<file path="config.mk">
export PLATFORM = sky130hd
export DESIGN_NAME = aap_fetch_unit_flat
export DESIGN_NICKNAME = d
export VERILOG_FILES = /design/src/rtl/aap_fetch_pkg.sv /design/src/rtl/aap_fetch_unit_if.sv /design/src/rtl/aap_fetch_unit.sv /design/src/flat_wrapper.sv
export SDC_FILE = /design/constraint.sdc
export NUM_CORES = 1
export LEC_CHECK = 0
export BUFFER_PORTS_ARGS = -buffer_cell sky130_fd_sc_hd__buf_2
export CAP_MARGIN = 25
export CORE_ASPECT_RATIO = 1.5
export CORE_MARGIN = 2
export CORE_UTILIZATION = 54
export DETAILED_ROUTE_END_ITERATION = 8
export PLACE_DENSITY = 0.79
export REMOVE_ABC_BUFFERS = 1
export SLEW_MARGIN = 20
export SYNTH_ARGS = -nofsm -noshare
export SYNTH_HDL_FRONTEND = slang
export SYNTH_SLANG_ARGS = --single-unit
</file>
<file path="constraint.sdc">
create_clock -name CLOCK_50 -period 3 [get_ports CLOCK_50]
set_input_delay 0.3 -clock CLOCK_50 [delete_from_list [all_inputs] [get_ports CLOCK_50]]
set_output_delay 0.3 -clock CLOCK_50 [all_outputs]
set_load 0.05 [all_outputs]
</file>
<file path="src/rtl/aap_fetch_pkg.sv">
`default_nettype none
// ----------------------------------------------------------------------------
// aap_fetch_pkg : shared types and constants for the AAP instruction fetch unit
// Rev 1.0
// ----------------------------------------------------------------------------
package aap_fetch_pkg;

  typedef enum logic [1:0] {
    ISSUE_LO = 2'd0,
    WAIT_LO  = 2'd1,
    WAIT_HI  = 2'd2,
    OUT      = 2'd3
  } fetch_state_t;

  localparam int          DEFAULT_PC_W     = 24;
  localparam int unsigned DEFAULT_RESET_PC = 0;
  localparam int          IS32_BIT         = 15;

endpackage
`default_nettype wire

</file>
<file path="src/rtl/aap_fetch_unit_if.sv">
`default_nettype none
// ----------------------------------------------------------------------------
// aap_fetch_unit_if : instruction-memory read bus plus decoder handshake
// Rev 1.0
// ----------------------------------------------------------------------------
interface aap_fetch_unit_if
  import aap_fetch_pkg::*;
#(
  parameter int PC_W = DEFAULT_PC_W
);

  logic            imem_rd_en;
  logic [PC_W-1:0] imem_addr;
  logic [15:0]     imem_rdata;
  logic            instr_valid;
  logic            instr_ready;
  logic [31:0]     instr_word;
  logic            instr_is32;
  logic [PC_W-1:0] instr_pc;

  // master: the fetch unit; slave: memory + decoder side
  modport master (
    output imem_rd_en, imem_addr,
    input  imem_rdata,
    output instr_valid, instr_word, instr_is32, instr_pc,
    input  instr_ready
  );

  modport slave (
    input  imem_rd_en, imem_addr,
    output imem_rdata,
    input  instr_valid, instr_word, instr_is32, instr_pc,
    output instr_ready
  );

endinterface
`default_nettype wire

</file>
<file path="src/rtl/aap_fetch_unit.sv">
`default_nettype none
// ----------------------------------------------------------------------------
// aap_fetch_unit : tick-enabled fetch of 16/32-bit instructions for the decoder
// Rev 1.0
// ----------------------------------------------------------------------------
module aap_fetch_unit
  import aap_fetch_pkg::*;
#(
  parameter int          PC_W     = DEFAULT_PC_W,
  parameter int unsigned RESET_PC = DEFAULT_RESET_PC,
  parameter int          CNT_W    = 16
) (
  input  logic               CLOCK_50,
  input  logic               reset,
  input  logic               tick,
  input  logic               halt,
  input  logic               redirect_valid,
  input  logic [PC_W-1:0]    redirect_pc,
  aap_fetch_unit_if.master   bus,
  output logic [CNT_W-1:0]   instr_count
);

  fetch_state_t     state, state_n;
  logic [PC_W-1:0]  pc, pc_n;
  logic [15:0]      lo, lo_n;
  logic             rd_en, rd_en_n;
  logic [PC_W-1:0]  addr, addr_n;
  logic             valid, valid_n;
  logic [31:0]      word, word_n;
  logic             is32, is32_n;
  logic [PC_W-1:0]  ipc, ipc_n;
  logic [CNT_W-1:0] count, count_n;

  always_ff @(posedge CLOCK_50) begin
    if (reset) begin
      state <= ISSUE_LO;
      pc    <= PC_W'(RESET_PC);
      lo    <= '0;
      rd_en <= 1'b0;
      addr  <= '0;
      valid <= 1'b0;
      word  <= '0;
      is32  <= 1'b0;
      ipc   <= '0;
      count <= '0;
    end else begin
      state <= state_n;
      pc    <= pc_n;
      lo    <= lo_n;
      rd_en <= rd_en_n;
      addr  <= addr_n;
      valid <= valid_n;
      word  <= word_n;
      is32  <= is32_n;
      ipc   <= ipc_n;
      count <= count_n;
    end
  end

  always_comb begin
    state_n = state;
    pc_n    = pc;
    lo_n    = lo;
    rd_en_n = 1'b0;   // read strobe is a single-cycle pulse
    addr_n  = addr;
    valid_n = valid;
    word_n  = word;
    is32_n  = is32;
    ipc_n   = ipc;
    count_n = count;

    if (tick) begin
      if (redirect_valid) begin
        // Returning to ISSUE_LO drops any read still in flight
        pc_n    = redirect_pc;
        state_n = ISSUE_LO;
        valid_n = 1'b0;
      end else begin
        case (state)
          ISSUE_LO: begin
            if (!halt) begin
              rd_en_n = 1'b1;
              addr_n  = pc;
              state_n = WAIT_LO;
            end
          end
          WAIT_LO: begin
            lo_n = bus.imem_rdata;
            if (bus.imem_rdata[IS32_BIT]) begin
              rd_en_n = 1'b1;
              addr_n  = pc + PC_W'(1);
              state_n = WAIT_HI;
            end else begin
              word_n  = {16'h0000, bus.imem_rdata};
              is32_n  = 1'b0;
              valid_n = 1'b1;
              ipc_n   = pc;
              state_n = OUT;
            end
          end
          WAIT_HI: begin
            word_n  = {bus.imem_rdata, lo};
            is32_n  = 1'b1;
            valid_n = 1'b1;
            ipc_n   = pc;
            state_n = OUT;
          end
          OUT: begin
            if (bus.instr_ready) begin
              valid_n = 1'b0;
              pc_n    = pc + (is32 ? PC_W'(2) : PC_W'(1));
              count_n = count + CNT_W'(1);
              state_n = ISSUE_LO;
            end
          end
          default: state_n = ISSUE_LO;
        endcase
      end
    end
  end

  assign bus.imem_rd_en  = rd_en;
  assign bus.imem_addr   = addr;
  assign bus.instr_valid = valid;
  assign bus.instr_word  = word;
  assign bus.instr_is32  = is32;
  assign bus.instr_pc    = ipc;
  assign instr_count     = count;

endmodule
`default_nettype wire

</file>
<file path="src/flat_wrapper.sv">
// flat-port wrapper written by rule: the top's interface ports become plain ports
module aap_fetch_unit_flat import aap_fetch_pkg::*;
#(
  parameter int          PC_W     = DEFAULT_PC_W,
  parameter int unsigned RESET_PC = DEFAULT_RESET_PC,
  parameter int          CNT_W    = 16
)
  (CLOCK_50, reset, tick, halt, redirect_valid, redirect_pc, instr_count, bus_imem_rd_en, bus_imem_addr, bus_imem_rdata, bus_instr_valid, bus_instr_word, bus_instr_is32, bus_instr_pc, bus_instr_ready);
  aap_fetch_unit_if #(.PC_W(PC_W)) bus_i ();
  input  logic CLOCK_50;
  input  logic reset;
  input  logic tick;
  input  logic halt;
  input  logic redirect_valid;
  input  logic [PC_W-1:0] redirect_pc;
  output logic [CNT_W-1:0] instr_count;
  output wire logic [$bits(bus_i.imem_rd_en)-1:0] bus_imem_rd_en;
  output wire logic [$bits(bus_i.imem_addr)-1:0] bus_imem_addr;
  input wire logic [$bits(bus_i.imem_rdata)-1:0] bus_imem_rdata;
  output wire logic [$bits(bus_i.instr_valid)-1:0] bus_instr_valid;
  output wire logic [$bits(bus_i.instr_word)-1:0] bus_instr_word;
  output wire logic [$bits(bus_i.instr_is32)-1:0] bus_instr_is32;
  output wire logic [$bits(bus_i.instr_pc)-1:0] bus_instr_pc;
  input wire logic [$bits(bus_i.instr_ready)-1:0] bus_instr_ready;
  assign bus_imem_rd_en = bus_i.imem_rd_en;
  assign bus_imem_addr = bus_i.imem_addr;
  assign bus_i.imem_rdata = bus_imem_rdata;
  assign bus_instr_valid = bus_i.instr_valid;
  assign bus_instr_word = bus_i.instr_word;
  assign bus_instr_is32 = bus_i.instr_is32;
  assign bus_instr_pc = bus_i.instr_pc;
  assign bus_i.instr_ready = bus_instr_ready;
  aap_fetch_unit #(.PC_W(PC_W), .RESET_PC(RESET_PC), .CNT_W(CNT_W)) u_core (.CLOCK_50(CLOCK_50), .reset(reset), .tick(tick), .halt(halt), .redirect_valid(redirect_valid), .redirect_pc(redirect_pc), .bus(bus_i), .instr_count(instr_count));
endmodule
</file>
==> out/qor.txt <==
Synthesized instance count = 774
Combinational Power Share = 10.5%
Max_cap viols = 0
Reg-to-Reg Start = u_core.pc[0]
Gpl congestion = 0.877
Setup Skew = 0.00626 ns
Global-route wire length before repair = 26.9 mm
Unrepaired setup endpoints after global routing = false
Setup Buffers After CTS = 0
Register area = 2820 µm²
Starting Density = 55.5%
Fraction of registers with async set/reset = 0%
Fill count = 1,006
Via count = 5,973
Area of the multi-input gates = 3270 µm²
Hold_sp = bus_imem_rdata[5]
Fin crit period = 2.47 ns
VDD IR max = 0.422 mV
Launch point of the critical path = u_core.pc[0]
Input/output buffers = 144
GRT Util Overall = 26.5%
Post-DP HPWL = 11.2 mm
Post-DRT Antenna Nets = 0
Yosys warnings = 0
Die W = 93.1 µm
Tcrit/Tclk final = 82.4%
Core Rows = 48
CTS resizes = 0
DIE AREA = 12,800 µm²
Commonest register cell after synthesis = dfxtp_1
Status = finished clean
Slowest Stage Delay on Critical Path = 0.52 ns
Synthesized area = 6430 µm²
Max Freq = 404 MHz
Max-Slew Margin vs Limit = 37.2%
Slew @ Worst Pin = 0.941 ns
Initial antenna violation count = 1
Area growth from synthesis to layout = 19.4%
Post-synth top cells = dfxtp_1 (141), nand2_1 (119), a21oi_1 (82), nor2_1 (75), o21ai_0 (39)
Psw = 1170 µW
Cell Int Power = 3150 µW
Post-synth top area share = 43.9%
Die H = 138 µm
Synth top area cells = dfxtp_1 (44%), nand2_1 (6.9%), a21oi_1 (6.4%)
Max-slew violation count = 0
Via/cell ratio = 5.71
Worst path arrival time = 2.82 ns
CTS tree = yes
Hold buffers post-CTS = 0
R2R Setup Slk = 0.53 ns
Setup_tns = 0 ns
DRT Pass-1 Iters = 5
Cell variety after synth = 61
Worst skew pair latency = 0.42 ns
Clk slew on worst S/H paths = 0.06 ns
Clk sinks = 141
DRT iter0 DRCs = 428
Critical Path Fanout Max = 7
Type of the worst min-delay path = primary input to flip-flop
Syn_area_per_cell = 8.31 µm²
Worst path required time = 3.35 ns
Vias in the first global route = 5,607
H-tree depth = 4
Most used cell, CP = or3_1
Power per cell area = 563 nW/µm²
Routed wire length = 16.7 mm
Ports = 145
Pre-CTS setup slack = 0.549 ns
Total gr overflow = 0
Core area = 11,600 µm²
Longest Clk Path Bufs = 2
Crit-path cells = ha_1, inv_1, fa_1, nand3b_1, or3_1, or3_1, a31oi_1
Remaining DRCs = 0
Sw Share = 27.1%
Root Driver = clkbuf_16
Most frequent cell after synthesis = dfxtp_1
Final core utilization = 66.2%
Post-synth top area cell = dfxtp_1
Share of cells above drive strength 1 = 22.3%
LEAKAGE = 0.00303 µW
Critical path class = flip-flop to flip-flop
Final nets = 939
Flop pwr share = 45.9%
Setup Viol. Count Final = 0
Num CTS Buffers = 17
Clk pwr share = 43.5%
Crit. End Element = flip-flop
Crit path launch type = flip-flop
Fin. Hold Viols = 0
EDFF count, synth = 0
Largest net degree at the start of global routing = 80
Max stage delay cell, worst path = fa_1
Final worst slack = 0.528 ns
WL/cell = 15.9 µm
Post-synthesis sequential area ratio = 43.9%
Flops & latches, synth = 141
==> cells in the final DEF, fill, tap and decap left out, types with 3 or more instances in the layout <==
master	Yosys	layout
buf_2	24	143
dfxtp_1	141	141
nand2_1	119	119
a21oi_1	82	82
nor2_1	75	75
o21ai_0	39	39
a211oi_1	28	28
a22oi_1	20	20
mux2i_1	19	19
xor2_1	18	18
clkbuf_16	0	17
nand4_1	16	16
xnor2_1	15	15
nand3_1	14	14
and3_1	12	12
nor3_1	12	12
or3_1	10	10
buf_4	1	10
inv_1	9	9
ha_1	9	9
clkinv_2	0	7
o211ai_1	6	6
nor4_1	5	5
a31oi_1	5	5
and2_1	4	4
o31ai_1	4	4
clkinvlp_4	0	4
nor3_2	3	3
and4_1	3	3
nor4b_1	3	3
==> metrics by stage <==
stage / cells / hold WS, ns / instance area, µm² / power, µW
5_1_grt: 1046 / 0.137 / 7680 / 4470
6_report: 1046 / 0.137 / 7680 / 4320
3_3_place_gp: 1014 / 0.439 / 7150 / 2470
2_1_floorplan: 709 / 0.369 / 6130 / 2300
3_5_place_dp: 1014 / 0.444 / 7150 / 2480
4_1_cts: 1045 / 0.130 / 7670 / 4330
==> path summary, 6_finish.rpt <==
path | endpoint | cells past startpoint
setup / recovery | u_core.pc[14] | 7
hold / removal | u_core.lo[5] | 3
setup reg to reg | u_core.pc[14] | 7
hold reg to reg | u_core.bus.instr_pc[8] | 2
==> routing by layer <==
layer	track usage [%]	vias to the layer above	routed length, µm
li1	-	2940	-
met1	31.3	2781	6790
met2	44.6	210	8180
met3	7.33	42	1200
met4	12.3	0	493
met5	0	-	0
==> flip-flops by register name, summed over array words and instances (netlist names) <==
name / cells
u_core.bus.instr_is32: 1
u_core.bus.imem_addr: 24
u_core.bus.instr_pc: 24
u_core.state: 2
u_core.bus.instr_word: 32
u_core.bus.instr_valid: 1
u_core.bus.imem_rd_en: 1
u_core.lo: 16
u_core.instr_count: 16
u_core.pc: 24
==> power groups by stage <==
stage / Sequential [µW] / Clock (µW) / Combinational, µW
2_1_floorplan: 2140 / 0 / 165
3_3_place_gp: 2020 / 0 / 448
5_1_grt: 1990 / 1980 / 495
6_report: 1980 / 1880 / 454
4_1_cts: 1980 / 1900 / 455
3_5_place_dp: 2020 / 0 / 453
==> worst max-delay path: cells and delay by family, from the launching register on <==
| family | cells | cell delay [ns] |
|---|---|---|
| compound gates | 1 | 0.15 |
| fa+ha+maj | 2 | 0.75 |
| buf+inv | 1 | 0.07 |
| flops | 1 | 0.44 |
| simple gates | 3 | 0.99 |
==> cell type report <==
class / instances / share of cell area [%]
multi-input cells: 559 / 42.6
clock inverters: 12 / 0.962
diodes: 1 / 0.0326
repair buffers: 155 / 10.8
clock buffers: 19 / 5.90
flip-flops and latches: 141 / 36.8
well taps: 150 / 2.44
inverters: 9 / 0.440
==> cells by family after synthesis <==
group           after synthesis  share of synthesized area (%)
flops                       141                           43.9
fa+ha+maj                    10                           2.06
mux                          20                           3.13
buf+inv                      74                           5.20
xor+xnor                     33                           4.50
simple gates                293                           22.0
compound gates              203                           19.2
Power figures use the tool's default switching activity.
